$ cat config.mk
export PLATFORM = sky130hd
export DESIGN_NAME = bist_response_analyzer_flat
export DESIGN_NICKNAME = d
export VERILOG_FILES = /design/src/rtl/bist_response_analyzer_pkg.sv /design/src/rtl/bist_response_analyzer_if.sv /design/src/rtl/bist_response_analyzer_misr_compactor.sv /design/src/rtl/bist_response_analyzer.sv /design/src/flat_wrapper.sv
export SDC_FILE = /design/constraint.sdc
export NUM_CORES = 1
export LEC_CHECK = 0
export BUFFER_PORTS_ARGS = -buffer_cell sky130_fd_sc_hd__buf_2
export CAP_MARGIN = 15
export CORE_MARGIN = 10
export CORE_UTILIZATION = 35
export CTS_CLUSTER_DIAMETER = 120
export DETAILED_ROUTE_END_ITERATION = 10
export PLACE_DENSITY = 0.6
export SLEW_MARGIN = 20
export SYNTH_ARGS = -nofsm -noshare
export SYNTH_HDL_FRONTEND = slang
export SYNTH_SLANG_ARGS = --single-unit
export TNS_END_PERCENT = 1
$ cat constraint.sdc
create_clock -name clock -period 4.1 [get_ports clock]
set_input_delay 0.41 -clock clock [delete_from_list [all_inputs] [get_ports clock]]
set_output_delay 0.41 -clock clock [all_outputs]
set_load 0.1 [all_outputs]
$ cat src/rtl/bist_response_analyzer_pkg.sv
// Shared types and default constants for the BIST response analyzer.
// Holds the FSM state encoding and the MISR polynomial/seed defaults.
package bist_pkg;

    localparam int          DEF_DATA_W = 7;
    localparam int          DEF_MISR_W = 16;
    localparam int          DEF_CNT_W  = 16;
    localparam logic [15:0] DEF_POLY   = 16'h1021;
    localparam logic [15:0] DEF_SEED   = 16'hFFFF;

    typedef enum logic [2:0] {
        ST_IDLE,
        ST_SEED,
        ST_CAPTURE,
        ST_COMPARE,
        ST_DONE
    } bist_state_e;

    function automatic logic is_busy(input bist_state_e s);
        return (s == ST_SEED) || (s == ST_CAPTURE) || (s == ST_COMPARE);
    endfunction

endpackage

$ cat src/rtl/bist_response_analyzer_if.sv
// Control, response and status bundle between the self-test wrapper and the analyzer.
// The wrapper side is the master; the analyzer is the slave.
interface bist_response_analyzer_if
    import bist_pkg::*;
#(
    parameter int DATA_W = DEF_DATA_W,
    parameter int MISR_W = DEF_MISR_W,
    parameter int CNT_W  = DEF_CNT_W
);
    logic              start;
    logic              abort;
    logic [CNT_W-1:0]  num_vectors;
    logic [MISR_W-1:0] exp_sig;
    logic              resp_valid;
    logic [DATA_W-1:0] resp_data;
    logic              busy;
    logic              done;
    logic              pass;
    logic [MISR_W-1:0] signature;
    logic [CNT_W-1:0]  vec_count;

    modport master (
        output start, abort, num_vectors, exp_sig, resp_valid, resp_data,
        input  busy, done, pass, signature, vec_count
    );

    modport slave (
        input  start, abort, num_vectors, exp_sig, resp_valid, resp_data,
        output busy, done, pass, signature, vec_count
    );

endinterface

$ cat src/rtl/bist_response_analyzer_misr_compactor.sv
// Multiple-input signature register: shift-left with polynomial feedback on MSB,
// response word XORed into the low bits. load has priority over en.
module misr_compactor
    import bist_pkg::*;
#(
    parameter int                DATA_W = DEF_DATA_W,
    parameter int                MISR_W = DEF_MISR_W,
    parameter logic [MISR_W-1:0] POLY   = MISR_W'(DEF_POLY),
    parameter logic [MISR_W-1:0] SEED   = MISR_W'(DEF_SEED)
) (
    input  logic              clock,
    input  logic              reset,
    input  logic              load,
    input  logic [MISR_W-1:0] seed,
    input  logic              en,
    input  logic [DATA_W-1:0] din,
    output logic [MISR_W-1:0] sig
);

    logic [MISR_W-1:0] sig_q;
    logic [MISR_W-1:0] sig_d;
    logic [MISR_W-1:0] feedback;

    always_comb begin
        feedback = sig_q[MISR_W-1] ? POLY : '0;
        sig_d    = sig_q;
        if (load) begin
            sig_d = seed;
        end else if (en) begin
            sig_d = {sig_q[MISR_W-2:0], 1'b0} ^ feedback ^ MISR_W'(din);
        end
    end

    always_ff @(posedge clock or negedge reset) begin
        if (!reset) begin
            sig_q <= SEED;
        end else begin
            sig_q <= sig_d;
        end
    end

    assign sig = sig_q;

endmodule

$ cat src/rtl/bist_response_analyzer.sv
// Compacts DUT responses into a MISR signature over a programmed vector count,
// then compares against the expected signature and reports pass/fail.
//
//  state      | meaning
//  -----------+------------------------------------------------------------
//  ST_IDLE    | waiting for start
//  ST_SEED    | MISR loaded with SEED
//  ST_CAPTURE | folding valid responses, counting vectors
//  ST_COMPARE | signature final; compare registers pass on this edge
//  ST_DONE    | result held until next start or abort
module bist_response_analyzer
    import bist_pkg::*;
#(
    parameter int                DATA_W = DEF_DATA_W,
    parameter int                MISR_W = DEF_MISR_W,
    parameter logic [MISR_W-1:0] POLY   = MISR_W'(DEF_POLY),
    parameter logic [MISR_W-1:0] SEED   = MISR_W'(DEF_SEED),
    parameter int                CNT_W  = DEF_CNT_W
) (
    input  logic                     clock,
    input  logic                     reset,
    bist_response_analyzer_if.slave  bus
);

    bist_state_e       state_q, state_d;
    logic [CNT_W-1:0]  num_q, num_d;
    logic [MISR_W-1:0] exp_q, exp_d;
    logic [CNT_W-1:0]  vec_count_q, vec_count_d;
    logic              done_q, done_d;
    logic              pass_q, pass_d;
    logic              busy_q, busy_d;
    logic [CNT_W-1:0]  vec_count_inc;
    logic              misr_load;
    logic              misr_en;
    logic [MISR_W-1:0] sig;

    assign vec_count_inc = vec_count_q + 1'b1;

    always_comb begin
        state_d     = state_q;
        num_d       = num_q;
        exp_d       = exp_q;
        vec_count_d = vec_count_q;
        done_d      = done_q;
        pass_d      = pass_q;
        misr_load   = 1'b0;
        misr_en     = 1'b0;

        // abort overrides everything, including a simultaneous start
        if (bus.abort) begin
            state_d = ST_IDLE;
            done_d  = 1'b0;
            pass_d  = 1'b0;
        end else begin
            case (state_q)
                ST_IDLE, ST_DONE: begin
                    if (bus.start) begin
                        num_d       = bus.num_vectors;
                        exp_d       = bus.exp_sig;
                        vec_count_d = '0;
                        done_d      = 1'b0;
                        pass_d      = 1'b0;
                        state_d     = ST_SEED;
                    end
                end
                ST_SEED: begin
                    misr_load = 1'b1;
                    state_d   = (num_q == '0) ? ST_COMPARE : ST_CAPTURE;
                end
                ST_CAPTURE: begin
                    if (bus.resp_valid) begin
                        misr_en     = 1'b1;
                        vec_count_d = vec_count_inc;
                        if (vec_count_inc == num_q) begin
                            state_d = ST_COMPARE;
                        end
                    end
                end
                ST_COMPARE: begin
                    pass_d  = (sig == exp_q);
                    done_d  = 1'b1;
                    state_d = ST_DONE;
                end
                default: state_d = ST_IDLE;
            endcase
        end

        busy_d = is_busy(state_d);
    end

    always_ff @(posedge clock or negedge reset) begin
        if (!reset) begin
            state_q     <= ST_IDLE;
            num_q       <= '0;
            exp_q       <= '0;
            vec_count_q <= '0;
            done_q      <= 1'b0;
            pass_q      <= 1'b0;
            busy_q      <= 1'b0;
        end else begin
            state_q     <= state_d;
            num_q       <= num_d;
            exp_q       <= exp_d;
            vec_count_q <= vec_count_d;
            done_q      <= done_d;
            pass_q      <= pass_d;
            busy_q      <= busy_d;
        end
    end

    misr_compactor #(
        .DATA_W (DATA_W),
        .MISR_W (MISR_W),
        .POLY   (POLY),
        .SEED   (SEED)
    ) u_misr (
        .clock (clock),
        .reset (reset),
        .load  (misr_load),
        .seed  (SEED),
        .en    (misr_en),
        .din   (bus.resp_data),
        .sig   (sig)
    );

    assign bus.busy      = busy_q;
    assign bus.done      = done_q;
    assign bus.pass      = pass_q;
    assign bus.signature = sig;
    assign bus.vec_count = vec_count_q;

endmodule

$ cat src/flat_wrapper.sv
// flat-port wrapper written by rule: the top's interface ports become plain ports
module bist_response_analyzer_flat import bist_pkg::*;
#(
    parameter int                DATA_W = DEF_DATA_W,
    parameter int                MISR_W = DEF_MISR_W,
    parameter logic [MISR_W-1:0] POLY   = MISR_W'(DEF_POLY),
    parameter logic [MISR_W-1:0] SEED   = MISR_W'(DEF_SEED),
    parameter int                CNT_W  = DEF_CNT_W
)
  (clock, reset, bus_start, bus_abort, bus_num_vectors, bus_exp_sig, bus_resp_valid, bus_resp_data, bus_busy, bus_done, bus_pass, bus_signature, bus_vec_count);
  bist_response_analyzer_if #(.DATA_W(DATA_W), .MISR_W(MISR_W), .CNT_W(CNT_W)) bus_i ();
  input  logic clock;
  input  logic reset;
  input wire logic [$bits(bus_i.start)-1:0] bus_start;
  input wire logic [$bits(bus_i.abort)-1:0] bus_abort;
  input wire logic [$bits(bus_i.num_vectors)-1:0] bus_num_vectors;
  input wire logic [$bits(bus_i.exp_sig)-1:0] bus_exp_sig;
  input wire logic [$bits(bus_i.resp_valid)-1:0] bus_resp_valid;
  input wire logic [$bits(bus_i.resp_data)-1:0] bus_resp_data;
  output wire logic [$bits(bus_i.busy)-1:0] bus_busy;
  output wire logic [$bits(bus_i.done)-1:0] bus_done;
  output wire logic [$bits(bus_i.pass)-1:0] bus_pass;
  output wire logic [$bits(bus_i.signature)-1:0] bus_signature;
  output wire logic [$bits(bus_i.vec_count)-1:0] bus_vec_count;
  assign bus_i.start = bus_start;
  assign bus_i.abort = bus_abort;
  assign bus_i.num_vectors = bus_num_vectors;
  assign bus_i.exp_sig = bus_exp_sig;
  assign bus_i.resp_valid = bus_resp_valid;
  assign bus_i.resp_data = bus_resp_data;
  assign bus_busy = bus_i.busy;
  assign bus_done = bus_i.done;
  assign bus_pass = bus_i.pass;
  assign bus_signature = bus_i.signature;
  assign bus_vec_count = bus_i.vec_count;
  bist_response_analyzer #(.DATA_W(DATA_W), .MISR_W(MISR_W), .POLY(POLY), .SEED(SEED), .CNT_W(CNT_W)) u_core (.clock(clock), .reset(reset), .bus(bus_i));
endmodule
==> qor.txt <==
Crit-path max FO - 23
Clk_lat worst skew - 0.34 ns
Vias per cell - 5.22
GR peak layer - met2
Final Hold Fails - 0
Nets - 508
Synth Cell Area - 0.00406 mm²
GRT overflow - 0
Initial drt markers - 190
Critical path, cell by cell - ha_1 > nand3_2 > nor4_1 > xnor2_1 > nand4_1 > o21a_1 > and3b_4 > buf_4 > mux2_2
Initial antenna violation count - 0
CP arrival - 3.67 ns
Clock power share - 22.2%
Layout cells sized above 1 - 34.2%
FF-to-FF path depth - 9
P_sw - 1.48 mW
Total core area - 0.0114 mm²
Synth warn - 0
CP startpoint - u_core.bus.vec_count[0]
Slew Limit Fails - 0
Final-report setup violation count - 0
CTS tree - done
PwrDens - 702 mW/mm²
DRC viols - 0
RR Endpoint - u_core.num_q[8]
Worst reg2reg startpoint - u_core.bus.vec_count[0]
Drt pass-1 iters - 4
Die area - 0.0163 mm²
Routed len/inst - 17.4 µm
Root Buffer - clkbuf_16
Initial Util - 35.7%
Antenna Nets Post-Route - 0
Maximum VDD drop - 0.583 mV
Cells after synthesis - 398
Setup TNS - 0 ns
Crit path required time - 4.32 ns
HP Class - input port to async pin
TritonCTS Buffers - 9
# hold bufs at CTS - 0
Fin crit share - 84.3%
Final Critical Period - 3.45 ns
Final Wtd Congestion - 0.862
Avg Inst Size Synth - 10.2 µm²
Met2 usage - 20.4%
Pleak - 2.05 nW
Combinational share of power - 40.2%
Startpoint types - register
Worst setup path end - u_core.num_q[8]
Setup WS post-layout - 0.645 ns
IO Pins - 79
Max incr delay on CP - 0.63 ns
Met3 Use GR - 4.88%
Critical path type - register to register
Post-CTS Setup Bufs - 0
Die width - 128 µm
Met1 GRT Util - 16.9%
Seq/Total Area, Yosys - 43.6%
Worst path bufs/invs - 1
Max-Cap Viols - 0
Highest Clock Rate - 0.289 GHz
Critical Path End Type - register
First-pass GRT wire length - 17300 µm
# clock sinks - 70
Pre-CTS setup slack - 0.656 ns
Total number of vias - 3192
Clock-pin slew on the worst setup and hold paths - 0.06 ns
R2r setup slk - 0.65 ns
Cell family with most CP delay - simple AND/OR/NAND/NOR gates
Slew of the pin with the lowest slew margin - 0.868 ns
Number of global-route vias before repair - 3297
I/O Buffers - 78
Area grow syn2layout - 17.6%
Die H - 128 µm
Synthesized flop and latch total - 70
Post-synth EDFFs - 0
Syn nets - 443
Worst relative slew slack - 42.1%
CTS Buffer Depth - 2
Htree depth - 3
Unrepaired setup endpoints after global routing - false
Largest net degree at the start of global routing - 50
Primary FF master, synth - dfrtp_1
Crit-path slowest cell - nor4_1
Post-CTS sizing - 0
Total wire length - 10600 µm
GRT Resource Usage Total - 13.2%
Internal Pwr Total - 1.87 mW
Sw frac - 44.1%
Run status - finished, final reports clean
Hpwl dp - 7740 µm
# rows - 39
Distinct cells, synth - 50
Sequential power share - 37.6%
ANT cells - 0
Setup Skew - 0.00766 ns
FFs w/ async S/R, synth - 100%
CP Depth - 9
## metrics by stage
step                hold slack [ns]  instance area [µm²]  cells  util (%)  total power [mW]
floorplan                     0.114                 4060    398         -              2.34
global placement              0.424                 4490    595      39.5              2.60
detailed placement            0.431                 4490    595      39.5              2.63
CTS                          0.0670                 4780    611      42.0              3.39
global route                 0.0846                 4780    611      42.0              3.54
finish                       0.0452                 4780    611      42.0              3.35
## cells in the final DEF (no fill, tap or decap), types with 2 or more instances in the layout
cell type / n
a311oi_1: 2
mux2_4: 14
dfrtp_1: 54
nor2b_1: 8
xor2_1: 23
buf_2: 78
a21oi_1: 15
dfstp_2: 16
clkbuf_16: 9
o22ai_1: 2
xnor2_1: 19
a31oi_1: 4
or3_4: 2
nor3_1: 6
or3_1: 7
inv_1: 3
and3_1: 5
o21ai_0: 23
o311ai_2: 2
clkinvlp_4: 3
and4_1: 5
o21a_1: 2
buf_4: 5
nor4_1: 12
nand2b_1: 4
nand4_1: 8
mux2_2: 19
nand2_1: 48
and2_1: 5
nor2_1: 18
o211ai_1: 9
inv_6: 2
nand3_1: 10
mux2i_1: 6
or2_2: 3
## area by class of cell
cell class / instances / area (µm²)
Inverter: 3 / 11.3
Sequential cell: 70 / 1770
Timing Repair Buffer: 83 / 428
Tap cell: 143 / 179
Clock buffer: 10 / 239
Clock inverter: 6 / 45.0
Multi-Input combinational cell: 296 / 2100
Fill cell: 1115 / 6590
## cell families after synthesis
| group | share of synthesized area, % |
|---|---|
| AND/OR/NAND/NOR | 19.1 |
| adder cells (fa/ha/maj) | 0.554 |
| buffers and inverters | 4.65 |
| AO/OA/AOI/OAI | 11.1 |
| flip-flops | 43.6 |
| XOR/XNOR | 9.05 |
| multiplexers | 11.9 |
## power groups by stage
| stage | Sequential, mW | Clock [mW] | Combinational (mW) |
|---|---|---|---|
| after floorplan | 1.70 | 0 | 0.632 |
| after global placement | 1.26 | 0 | 1.34 |
| after detailed placement | 1.27 | 0 | 1.36 |
| after CTS | 1.26 | 0.763 | 1.37 |
| after global routing | 1.30 | 0.801 | 1.45 |
| final | 1.26 | 0.743 | 1.35 |
## registers in the layout, indices dropped and copies added (netlist names)
name / count
u_core.state_q: 3
u_core.bus.vec_count: 16
u_core.bus.busy: 1
u_core.num_q: 16
u_core.u_misr.sig: 16
u_core.bus.done: 1
u_core.exp_q: 16
u_core.bus.pass: 1
## synth_stat cells, types with 4 or more instances
library cell	instances	area (µm²)
xnor2_1	19	166
nand2b_1	4	25.0
and2_1	5	31.3
and3_1	5	31.3
o21ai_0	23	115
or3_1	7	43.8
a31oi_1	4	25.0
mux2_2	19	214
mux2i_1	6	60.1
nor2_1	18	67.6
nor3_1	6	30.0
clkbuf_1	17	63.8
mux2_4	14	210
and4_1	5	43.8
nor2b_1	8	50.1
buf_2	4	20.0
nor4_1	12	75.1
nand2_1	48	180
nand4_1	8	50.1
buf_4	4	30.0
dfrtp_1	54	1350
dfstp_2	16	420
o211ai_1	9	67.6
nand3_1	10	50.1
a21oi_1	15	75.1
xor2_1	23	201
## worst min-delay path by stage
stage	start	to	slack [ns]
2_1_floorplan	reset	u_core.bus.busy	0.11
3_3_place_gp	reset	u_core.bus.vec_count[7]	0.42
3_5_place_dp	reset	u_core.num_q[8]	0.43
4_1_cts	reset	u_core.state_q[1]	0.07
5_1_grt	reset	u_core.state_q[1]	0.08
6_report	reset	u_core.bus.vec_count[7]	0.05
## routing by layer
layer  vias up  share of wire, %
met5         -                 0
met4         0               1.1
met3        12               7.3
met2        96                47
met1      1540                45
li1       1544                 -
Power figures use the tool's default switching activity.
